### config.mk
export PLATFORM = sky130hd
export DESIGN_NAME = gl_raster_scheduler_flat
export DESIGN_NICKNAME = d
export VERILOG_FILES = /design/src/rtl/gl_raster_scheduler_pkg.sv /design/src/rtl/gl_raster_scheduler_if.sv /design/src/rtl/gl_raster_scheduler_arb.sv /design/src/rtl/gl_raster_scheduler.sv /design/src/flat_wrapper.sv
export SDC_FILE = /design/constraint.sdc
export NUM_CORES = 1
export LEC_CHECK = 0
export BUFFER_PORTS_ARGS = -buffer_cell sky130_fd_sc_hd__buf_2
export CAP_MARGIN = 10
export CORE_AREA = 2 2 579 581
export DETAILED_ROUTE_END_ITERATION = 10
export DIE_AREA = 0 0 581 583
export MAX_ROUTING_LAYER = met4
export PLACE_DENSITY = 0.3
export SETUP_SLACK_MARGIN = 0.3
export SLEW_MARGIN = 10
export SYNTH_ARGS = -nofsm -noshare
export SYNTH_HDL_FRONTEND = slang
export SYNTH_SLANG_ARGS = --single-unit
### constraint.sdc
create_clock -name clk -period 9.65 [get_ports clk]
set_input_delay 1.93 -clock clk [delete_from_list [all_inputs] [get_ports clk]]
set_output_delay 1.93 -clock clk [all_outputs]
set_load 0.02 [all_outputs]
### src/rtl/gl_raster_scheduler_pkg.sv
// Shared types and constants for the triangle rasterizer scheduler:
// vertex layout, scheduler state encoding and the default watchdog limit.
package gl_raster_pkg;

  // Vertex layout: x = [95:64], y = [63:32] (fp32 each).
  localparam int VERTEX_TYPE_SIZE = 96;
  localparam int X_MSB = 95;
  localparam int X_LSB = 64;
  localparam int Y_MSB = 63;
  localparam int Y_LSB = 32;

  // Watchdog limit in WAIT and the width of its counter.
  localparam int TIMEOUT_CYCLES_DEF = 1048575;
  localparam int TIMER_W = 20;

  // Encoding 2'd3 is unused and recovers to IDLE.
  typedef enum logic [1:0] {
    IDLE  = 2'd0,
    ISSUE = 2'd1,
    WAIT  = 2'd2
  } sched_state_t;

endpackage

### src/rtl/gl_raster_scheduler_if.sv
// Source-side and rasterizer-side handshake bundle of the scheduler.
// master: the scheduler; slave: the environment (vertex FIFOs + rasterizer).
interface gl_raster_scheduler_if #(
  parameter int NUM_SRC          = 4,
  parameter int VERTEX_TYPE_SIZE = gl_raster_pkg::VERTEX_TYPE_SIZE
);
  logic [NUM_SRC-1:0]                    src_valid;
  logic [NUM_SRC-1:0]                    src_ready;
  logic [NUM_SRC*3*VERTEX_TYPE_SIZE-1:0] src_tri;
  logic                                  rast_start;
  logic [VERTEX_TYPE_SIZE-1:0]           rast_v1;
  logic [VERTEX_TYPE_SIZE-1:0]           rast_v2;
  logic [VERTEX_TYPE_SIZE-1:0]           rast_v3;
  logic                                  rast_done;

  modport master (
    input  src_valid, src_tri, rast_done,
    output src_ready, rast_start, rast_v1, rast_v2, rast_v3
  );

  modport slave (
    output src_valid, src_tri, rast_done,
    input  src_ready, rast_start, rast_v1, rast_v2, rast_v3
  );
endinterface

### src/rtl/gl_raster_scheduler_arb.sv
// Combinational round-robin arbiter: searches from last_i+1 upward,
// wrapping modulo NUM_SRC, and grants the first requester (one-hot + index).
module gl_rr_arbiter #(
  parameter  int NUM_SRC = 4,
  localparam int IDX_W   = $clog2(NUM_SRC)
) (
  input  logic [NUM_SRC-1:0] req_i,
  input  logic [IDX_W-1:0]   last_i,
  input  logic               en_i,
  output logic [NUM_SRC-1:0] gnt_o,
  output logic [IDX_W-1:0]   idx_o
);

  int               pos_s;
  logic [IDX_W-1:0] pos_idx_s;
  logic             found_s;

  // Rotating priority scan; the just-served source is checked last.
  always_comb begin
    gnt_o     = '0;
    idx_o     = '0;
    found_s   = 1'b0;
    pos_s     = 0;
    pos_idx_s = '0;
    for (int k = 1; k <= NUM_SRC; k++) begin
      pos_s     = (int'(last_i) + k) % NUM_SRC;
      pos_idx_s = IDX_W'(pos_s);
      if (en_i && !found_s && req_i[pos_idx_s]) begin
        found_s          = 1'b1;
        gnt_o[pos_idx_s] = 1'b1;
        idx_o            = pos_idx_s;
      end else begin
        found_s = found_s;
      end
    end
  end

endmodule

### src/rtl/gl_raster_scheduler.sv
// Shares one triangle rasterizer between NUM_SRC triangle producers.
// IDLE: round-robin accept of one triangle; ISSUE: one-cycle start pulse;
// WAIT: hold vertices until the rasterizer's completion pulse.
// Optional watchdog in WAIT: define GL_RASTER_SCHED_TIMEOUT_EN.
module gl_raster_scheduler #(
  parameter  int NUM_SRC          = 4,
  parameter  int VERTEX_TYPE_SIZE = gl_raster_pkg::VERTEX_TYPE_SIZE,
  parameter  int TIMEOUT_CYCLES   = gl_raster_pkg::TIMEOUT_CYCLES_DEF,
  localparam int IDX_W            = $clog2(NUM_SRC)
) (
  input  logic                  clk,
  input  logic                  rst_n,
  gl_raster_scheduler_if.master bus,
  output logic                  busy,
  output logic [IDX_W-1:0]      grant_id,
  output logic [31:0]           tri_count,
  output logic                  timeout_err
);
  import gl_raster_pkg::*;

  localparam int TRI_W = 3 * VERTEX_TYPE_SIZE;

  sched_state_t                state_q, state_d;
  logic [IDX_W-1:0]            last_grant_q, last_grant_d;
  logic [IDX_W-1:0]            grant_id_q, grant_id_d;
  logic [VERTEX_TYPE_SIZE-1:0] v1_q, v1_d, v2_q, v2_d, v3_q, v3_d;
  logic [31:0]                 tri_count_q, tri_count_d;
  logic                        timeout_err_q, timeout_err_d;
  logic                        rast_start_q, busy_q;

  logic [NUM_SRC-1:0]          arb_gnt_s;
  logic [IDX_W-1:0]            arb_idx_s;
  logic                        xfer_s;
  logic [TRI_W-1:0]            win_tri_s;

`ifdef GL_RASTER_SCHED_TIMEOUT_EN
  logic [TIMER_W-1:0]          timer_q, timer_d;
`else
  logic                        unused_timeout_s;
  assign unused_timeout_s = (TIMEOUT_CYCLES >= (1 << TIMER_W));
`endif

  gl_rr_arbiter #(.NUM_SRC(NUM_SRC)) u_arb (
    .req_i  (bus.src_valid),
    .last_i (last_grant_q),
    .en_i   (state_q == IDLE),
    .gnt_o  (arb_gnt_s),
    .idx_o  (arb_idx_s)
  );

  // A grant is only ever issued to a valid source, so any grant is a transfer.
  assign xfer_s        = |(arb_gnt_s & bus.src_valid);
  assign bus.src_ready = arb_gnt_s;

  // Select the winning source's triangle slice.
  always_comb begin
    win_tri_s = bus.src_tri[int'(arb_idx_s)*TRI_W +: TRI_W];
  end

  // Next-state and datapath update for the IDLE/ISSUE/WAIT sequence.
  always_comb begin
    state_d       = state_q;
    last_grant_d  = last_grant_q;
    grant_id_d    = grant_id_q;
    v1_d          = v1_q;
    v2_d          = v2_q;
    v3_d          = v3_q;
    tri_count_d   = tri_count_q;
    timeout_err_d = timeout_err_q;
`ifdef GL_RASTER_SCHED_TIMEOUT_EN
    timer_d       = timer_q;
`endif
    case (state_q)
      IDLE: begin
        if (xfer_s) begin
          v1_d         = win_tri_s[VERTEX_TYPE_SIZE-1:0];
          v2_d         = win_tri_s[2*VERTEX_TYPE_SIZE-1:VERTEX_TYPE_SIZE];
          v3_d         = win_tri_s[TRI_W-1:2*VERTEX_TYPE_SIZE];
          grant_id_d   = arb_idx_s;
          last_grant_d = arb_idx_s;
          state_d      = ISSUE;
        end else begin
          state_d = IDLE;
        end
      end
      ISSUE: begin
        state_d = WAIT;
`ifdef GL_RASTER_SCHED_TIMEOUT_EN
        timer_d = '0;
`endif
      end
      WAIT: begin
        // Completion wins over a watchdog expiry in the same cycle.
        if (bus.rast_done) begin
          tri_count_d = tri_count_q + 32'd1;
          state_d     = IDLE;
        end else begin
`ifdef GL_RASTER_SCHED_TIMEOUT_EN
          if ((timer_q + TIMER_W'(32'd1)) == TIMER_W'(TIMEOUT_CYCLES)) begin
            timeout_err_d = 1'b1;
            state_d       = IDLE;
          end else begin
            timer_d = timer_q + TIMER_W'(32'd1);
            state_d = WAIT;
          end
`else
          state_d = WAIT;
`endif
        end
      end
      default: begin
        state_d = IDLE;
      end
    endcase
  end

  // State, round-robin pointer, vertex latches and registered outputs.
  always_ff @(posedge clk or negedge rst_n) begin
    if (!rst_n) begin
      state_q       <= IDLE;
      last_grant_q  <= IDX_W'(NUM_SRC - 1);
      grant_id_q    <= '0;
      v1_q          <= '0;
      v2_q          <= '0;
      v3_q          <= '0;
      tri_count_q   <= 32'd0;
      timeout_err_q <= 1'b0;
      rast_start_q  <= 1'b0;
      busy_q        <= 1'b0;
    end else begin
      state_q       <= state_d;
      last_grant_q  <= last_grant_d;
      grant_id_q    <= grant_id_d;
      v1_q          <= v1_d;
      v2_q          <= v2_d;
      v3_q          <= v3_d;
      tri_count_q   <= tri_count_d;
      timeout_err_q <= timeout_err_d;
      rast_start_q  <= (state_d == ISSUE);
      busy_q        <= (state_d == ISSUE) || (state_d == WAIT);
    end
  end

`ifdef GL_RASTER_SCHED_TIMEOUT_EN
  // Watchdog counter of WAIT cycles without completion.
  always_ff @(posedge clk or negedge rst_n) begin
    if (!rst_n) begin
      timer_q <= '0;
    end else begin
      timer_q <= timer_d;
    end
  end
`endif

  assign bus.rast_start = rast_start_q;
  assign bus.rast_v1    = v1_q;
  assign bus.rast_v2    = v2_q;
  assign bus.rast_v3    = v3_q;
  assign busy           = busy_q;
  assign grant_id       = grant_id_q;
  assign tri_count      = tri_count_q;
  assign timeout_err    = timeout_err_q;

endmodule

### src/flat_wrapper.sv
// flat-port wrapper written by rule: the top's interface ports become plain ports
module gl_raster_scheduler_flat import gl_raster_pkg::*;
#(
  parameter  int NUM_SRC          = 4,
  parameter  int VERTEX_TYPE_SIZE = gl_raster_pkg::VERTEX_TYPE_SIZE,
  parameter  int TIMEOUT_CYCLES   = gl_raster_pkg::TIMEOUT_CYCLES_DEF,
  localparam int IDX_W            = $clog2(NUM_SRC)
)
  (clk, rst_n, busy, grant_id, tri_count, timeout_err, bus_src_valid, bus_src_tri, bus_rast_done, bus_src_ready, bus_rast_start, bus_rast_v1, bus_rast_v2, bus_rast_v3);
  gl_raster_scheduler_if #(.NUM_SRC(NUM_SRC), .VERTEX_TYPE_SIZE(VERTEX_TYPE_SIZE)) bus_i ();
  input  logic clk;
  input  logic rst_n;
  output logic busy;
  output logic [IDX_W-1:0] grant_id;
  output logic [31:0] tri_count;
  output logic timeout_err;
  input wire logic [$bits(bus_i.src_valid)-1:0] bus_src_valid;
  input wire logic [$bits(bus_i.src_tri)-1:0] bus_src_tri;
  input wire logic [$bits(bus_i.rast_done)-1:0] bus_rast_done;
  output wire logic [$bits(bus_i.src_ready)-1:0] bus_src_ready;
  output wire logic [$bits(bus_i.rast_start)-1:0] bus_rast_start;
  output wire logic [$bits(bus_i.rast_v1)-1:0] bus_rast_v1;
  output wire logic [$bits(bus_i.rast_v2)-1:0] bus_rast_v2;
  output wire logic [$bits(bus_i.rast_v3)-1:0] bus_rast_v3;
  assign bus_i.src_valid = bus_src_valid;
  assign bus_i.src_tri = bus_src_tri;
  assign bus_i.rast_done = bus_rast_done;
  assign bus_src_ready = bus_i.src_ready;
  assign bus_rast_start = bus_i.rast_start;
  assign bus_rast_v1 = bus_i.rast_v1;
  assign bus_rast_v2 = bus_i.rast_v2;
  assign bus_rast_v3 = bus_i.rast_v3;
  gl_raster_scheduler #(.NUM_SRC(NUM_SRC), .VERTEX_TYPE_SIZE(VERTEX_TYPE_SIZE), .TIMEOUT_CYCLES(TIMEOUT_CYCLES)) u_core (.clk(clk), .rst_n(rst_n), .bus(bus_i), .busy(busy), .grant_id(grant_id), .tri_count(tri_count), .timeout_err(timeout_err));
endmodule
**Yosys cells after proc, flatten, opt, wreduce, memory -nomap -nowiden**

Index checks and enable logic that the tools add are counted.
W data, S select, Z words.

- $add $sub $neg: 5
- $mul: 1
- Magnitude comparators: 8
- Equal/unequal tests: 4
- Shift-type cells: 1
- Multiplexer cells: 30
- Bitwise logic cells: 4
- Reductions and logical operators: 19

Operator list:

| cell | number |
|---|---|
| $shiftx A1152 B32 Y288 | 1 |
| $add A32 B1 Y32 const B | 1 |
| $mux W4 | 4 |
| $lt A2 B3 Y1 const B | 4 |
| $mux W1 | 12 |
| $or A4 B4 Y4 | 3 |
| $logic_and A1 B1 Y1 | 11 |
| $mux W2 | 5 |
| $bmux W1 S2 | 4 |
| $demux W1 S2 | 4 |
| $ge A2 B1 Y1 const B | 4 |
| $mul A2 B4 Y6 const B | 1 |
| $pmux W2 S3 | 1 |
| $add A2 B1 Y2 const B | 2 |
| $add A2 B2 Y2 const B | 2 |
| $and A4 B4 Y4 | 1 |
| $eq A2 B1 Y1 const B | 2 |
| $eq A2 B2 Y1 const B | 2 |
| $reduce_and A2 Y1 | 2 |
| $reduce_or A4 Y1 | 1 |
| $logic_not A1 Y1 | 3 |
| $logic_not A2 Y1 | 1 |
| $logic_or A1 B1 Y1 | 1 |

- Register bits after elaboration: 328
- Bits of input ports: 1159
- Logic and storage cells: 81

**Longest topological paths before layout**

- Depth after elaboration: 23
- Gate-level depth with buffers: 15

**Hierarchy**

From an unflattened synthesis, not the netlist that was laid out.

- Cells, all modules: 1159
- Area total of the unflattened synthesis: 19999.2 um^2

Modules (own cells, without submodules):

| module | times used | cells an instance | area an instance (um^2) |
|---|---|---|---|
| gl_raster_scheduler | 1 | 1105 | 19512.5 |
| gl_rr_arbiter | 1 | 54 | 486.7 |

**Least setup slack after synthesis**

OpenSTA, ideal clock, no wires.

- Path type: input to output
- Start: input port bus_src_valid[0]
- End: output port bus_src_ready[2]
- Data arrival time: 3.539 ns
- Path slack: 4.181 ns
- Stages on the path: 5
- Path buffers: 1
- Cell sequence: buf_2 > mux4_2 > a2111oi_0 > a22oi_1 > o22ai_1

- Longest elaborated chain between the ends: 16
- Elaborated cells between the ends (all ways): 28

Ends and longest elaborated chain:

| element | RTL line | text |
|---|---|---|
| start: declaration | flat_wrapper.sv:17 | `input wire logic [$bits(bus_i.src_valid)-1:0] bus_src_valid;` |
| $bmux W1 S2 | gl_raster_scheduler_arb.sv:28 | `if (en_i && !found_s && req_i[pos_idx_s]) begin` |
| $mux W1 (not written as such) | gl_raster_scheduler_arb.sv:28 |  |
| $logic_and A1 B1 Y1 | gl_raster_scheduler_arb.sv:28 |  |
| $mux W1 | gl_raster_scheduler_arb.sv:28 |  |
| $logic_not A1 Y1 | gl_raster_scheduler_arb.sv:28 |  |
| $logic_and A1 B1 Y1 (2 in series) | gl_raster_scheduler_arb.sv:28 |  |
| $mux W1 | gl_raster_scheduler_arb.sv:28 |  |
| $logic_not A1 Y1 | gl_raster_scheduler_arb.sv:28 |  |
| $logic_and A1 B1 Y1 (2 in series) | gl_raster_scheduler_arb.sv:28 |  |
| $mux W1 | gl_raster_scheduler_arb.sv:28 |  |
| $logic_not A1 Y1 | gl_raster_scheduler_arb.sv:28 |  |
| $logic_and A1 B1 Y1 (2 in series) | gl_raster_scheduler_arb.sv:28 |  |
| $mux W4 (*) | gl_raster_scheduler_arb.sv:28 |  |
| end: declaration | flat_wrapper.sv:20 | `output wire logic [$bits(bus_i.src_ready)-1:0] bus_src_ready;` |

Mark *: on every way between the ends. The rest lies on a longest branch, timed or not. The select of a mux whose other input is x is not followed.

**Worst setup path in the final report**

- Start: register u_core.last_grant_q[0]
- End: output port bus_src_ready[2]

- Longest elaborated chain between the ends: 17
- Elaborated cells between the ends (all ways): 52

Ends and longest elaborated chain:

| element | RTL line | text |
|---|---|---|
| start: declaration | gl_raster_scheduler.sv:24 | `logic [IDX_W-1:0] last_grant_q, last_grant_d;` |
| start signal: assignment | gl_raster_scheduler.sv:121 | `last_grant_q <= IDX_W'(NUM_SRC - 1);` |
| start signal: assignment | gl_raster_scheduler.sv:132 | `last_grant_q <= last_grant_d;` |
| parallel branches: the longest is 16 deep, another holds $lt A2 B3 Y1 | - |  |
| $mux W4 (*) | gl_raster_scheduler_arb.sv:28 |  |

Every way passes the cells marked *. The select of a mux whose other input is x is not followed.

==> metrics.cfg <==
[yosys]
ys_seq_elements = 328
synth.distinct_cells = 53
synth_top_area_cell = dfrtp_1
synth_top_area_share_pct = 40.8
synth_flop_cell = dfrtp_1
ys_seq_area_share_pct = 41.1
syn_nets = 2358
ys_async_sr_fraction_pct = 100
synth_warnings = 0
synth_area_leaders = dfrtp_1 (41%), mux4_2 (33%), mux2_1 (16%)
syn_area_sq_um = 20000
syn-instance-count = 1189
synth_edf_count = 0
syn_avg_cell_area_sq_um = 16.8

[placed_design]
pre_cts_slack_ns = 3.66
gp_congestion = 0.957
placedCellCount = 6975
place.detailed.hpwl_microns = 239000
io_buffers = 1486

[detailed_routing]
drcViolationCount = 0
wirelength_microns = 263000
vias = 21000
ant_nets = 1
dr.pass1.iters = 5
drt-initial-drc-count = 1165
post_drt_wl_per_cell_microns = 36.2
vias_per_cell = 2.90

[setup_path]
path_cells = inv_1, ha_1, mux4_2, a2111oi_0, a22oi_1, o22ai_1, buf_2
worstPathRequired_ns = 7.72
r2r_setup_slack_ns = 4.24
slowest_stage = dfstp_2
critPathCaptureType = output pin
r2r-end = u_core.bus.rast_v1[0]$_DFFE_PN0P_
slowest_delay_ns = 0.84
arrival_ns = 4.40
r2r_start = u_core.last_grant_q[0]$_DFFE_PN1P_
crit_type = flop to output pin
critPathLaunchType = flop
endpoint = bus_src_ready[2]
startpoint = u_core.last_grant_q[0]$_DFFE_PN1P_
worst_r2r_path_depth = 11
crit_fanout = 21

[clock_network]
clock_insertion_delay_worst_skew_ns = 0.73
cts_tree = yes
htree_levels = 2
cts_sinks = 328
cts_setup_buffers = 0
cts_buffer_depth = 3
cts_resized = 0
clk_transition_reported_paths_ns = 0.07
cts-root-buf = clkbuf_16
hold_buffers = 0
cts_buffers = 51

[min_path]
hold_depth = 1
hold_path.class = flop to flop

[global_route]
antenna_found_initial = 540
grt_max_degree = 109
grtUsageTotal_pct = 15.5
overflow = 0
grt_pass1_vias = 21000
grt_first_pass_wirelength_microns = 311000

[run]
cap_violations = 0

[timing]
finalClockSkew_ns = 0.0363
setup_violations = 0
setup_tns_ns = 0
holdWs_ns = 0.477
period_needed_ns = 6.33
slew_violations = 0
worst_slew_pin_slew_ns = 1.03
rsz0062_at_grt = no
worst_slack_ns = 3.32
hold_viol_final = 0
fmax_ghz = 0.158
fin_crit_sh_pct = 65.6
relSlewSlack_pct = 31.0

[power_and_ir_drop]
vdd_drop_max_mv = 0.308
finalPower_mw = 12.0
p_per_area_nw_per_um2 = 348
total_leakage_power_nw = 14.1

[status]
violations = antenna violations
status = finished with violations

[cells_and_area]
final_nets = 3810
syn_to_final_growth_pct = 73.4
stdcell_count = 7261
drive_gt1_share_pct = 70.6

[die]
die_area_sq_um = 339000
die_w_microns = 581
initial_core_util_pct = 6.01
ios = 1488
row_count = 212
core_sq_um = 332000
die_y_microns = 583

## metrics by stage
step	instance area (sq um)	utilization, %
2_1_floorplan	20000	-
3_3_place_gp	32500	9.78
3_5_place_dp	32500	9.78
4_1_cts	34100	10.3
5_1_grt	34600	10.4
6_report	34600	10.4
## synth_stat cells (9+ instances only)
cell type / number
dfrtp_1: 326
nor2_1: 15
nand2_1: 18
nand3_1: 11
inv_1: 9
xnor2_1: 25
ha_1: 10
mux2_1: 285
buf_4: 31
clkbuf_1: 25
mux4_2: 291
buf_2: 23
buf_6: 22
## critical path: cells and delay by family (launching register included)
kind,cells,cell delay [ns]
compound gates,3,1.20
flops,1,0.84
fa+ha+maj,1,0.60
mux,1,0.59
buf+inv,2,0.46
## logic make-up (layout without fill, tap and decap cells)
| group | Yosys count | after routing | share of synthesized area, % |
|---|---|---|---|
| flops | 328 | 328 | 41.1 |
| xor+xnor | 31 | 31 | 1.36 |
| simple gates | 78 | 78 | 2.02 |
| other cells | 1 | 198 | 0.0188 |
| fa+ha+maj | 10 | 10 | 0.627 |
| mux | 592 | 592 | 49.7 |
| compound gates | 32 | 32 | 1.29 |
| buf+inv | 117 | 1605 | 3.83 |
## registers in the layout, indices dropped and copies added, names as in the netlist
signal,cells
u_core.grant_id,2
u_core.busy,1
u_core.state_q,2
u_core.bus.rast_v2,96
u_core.last_grant_q,2
u_core.bus.rast_v1,96
u_core.bus.rast_start,1
u_core.bus.rast_v3,96
u_core.tri_count,32
## report_power, final
group          leakage (nW)  internal (mW)  total (mW)  switching (mW)
Sequential             3.92           2.10        2.53           0.429
Clock                 0.810           1.09        1.94           0.847
Combinational          9.39           3.37        7.58            4.20
Total                  14.1           6.57        12.0            5.48
## how the worst min path moves through the flow
stage	from	endpoint
5_1_grt	u_core.bus.rast_v3[59]$_DFFE_PN0P_	u_core.bus.rast_v3[59]$_DFFE_PN0P_
4_1_cts	u_core.bus.rast_v2[12]$_DFFE_PN0P_	u_core.bus.rast_v2[12]$_DFFE_PN0P_
3_3_place_gp	u_core.bus.rast_v2[7]$_DFFE_PN0P_	u_core.bus.rast_v2[7]$_DFFE_PN0P_
6_report	u_core.bus.rast_v2[67]$_DFFE_PN0P_	u_core.bus.rast_v2[67]$_DFFE_PN0P_
3_5_place_dp	u_core.bus.rast_v1[71]$_DFFE_PN0P_	u_core.bus.rast_v1[71]$_DFFE_PN0P_
2_1_floorplan	u_core.state_q[0]$_DFF_PN0_	u_core.state_q[1]$_DFF_PN0_
## cell usage in the layout, fill, tap and decap left out, types with 6 or more instances in the layout
cell / n
buf_2: 1485
buf_4: 9
nand3_1: 11
mux2_2: 8
nand2_1: 18
dfrtp_1: 326
xor2_1: 6
xnor2_1: 25
diode_2: 197
ha_1: 10
a22oi_1: 6
nand4_1: 7
clkbuf_8: 13
mux2i_1: 8
clkinv_2: 8
mux2_1: 285
clkbuf_1: 11
inv_1: 9
nor2_1: 15
mux4_2: 291
clkbuf_16: 51
buf_12: 11
## per-layer routing
layer | GRT usage (%) | up-vias | part of all wire, %
li1 | - | 8029 | -
met1 | 16.2 | 10300 | 36
met2 | 24.2 | 1982 | 45
met3 | 10.0 | 707 | 15
met4 | 3.38 | 0 | 3.6
met5 | - | - | 0
## cell type report
type	count	area (sq um)
repair buffers	1506	7730
flip-flops and latches	328	8210
inverters	10	37.5
multi-input cells	744	11000
diodes	197	493
fillers	38400	298000
clock inverters	14	135
well taps	4387	5490
clock buffers	75	1500
Power figures use the tool's default switching activity.
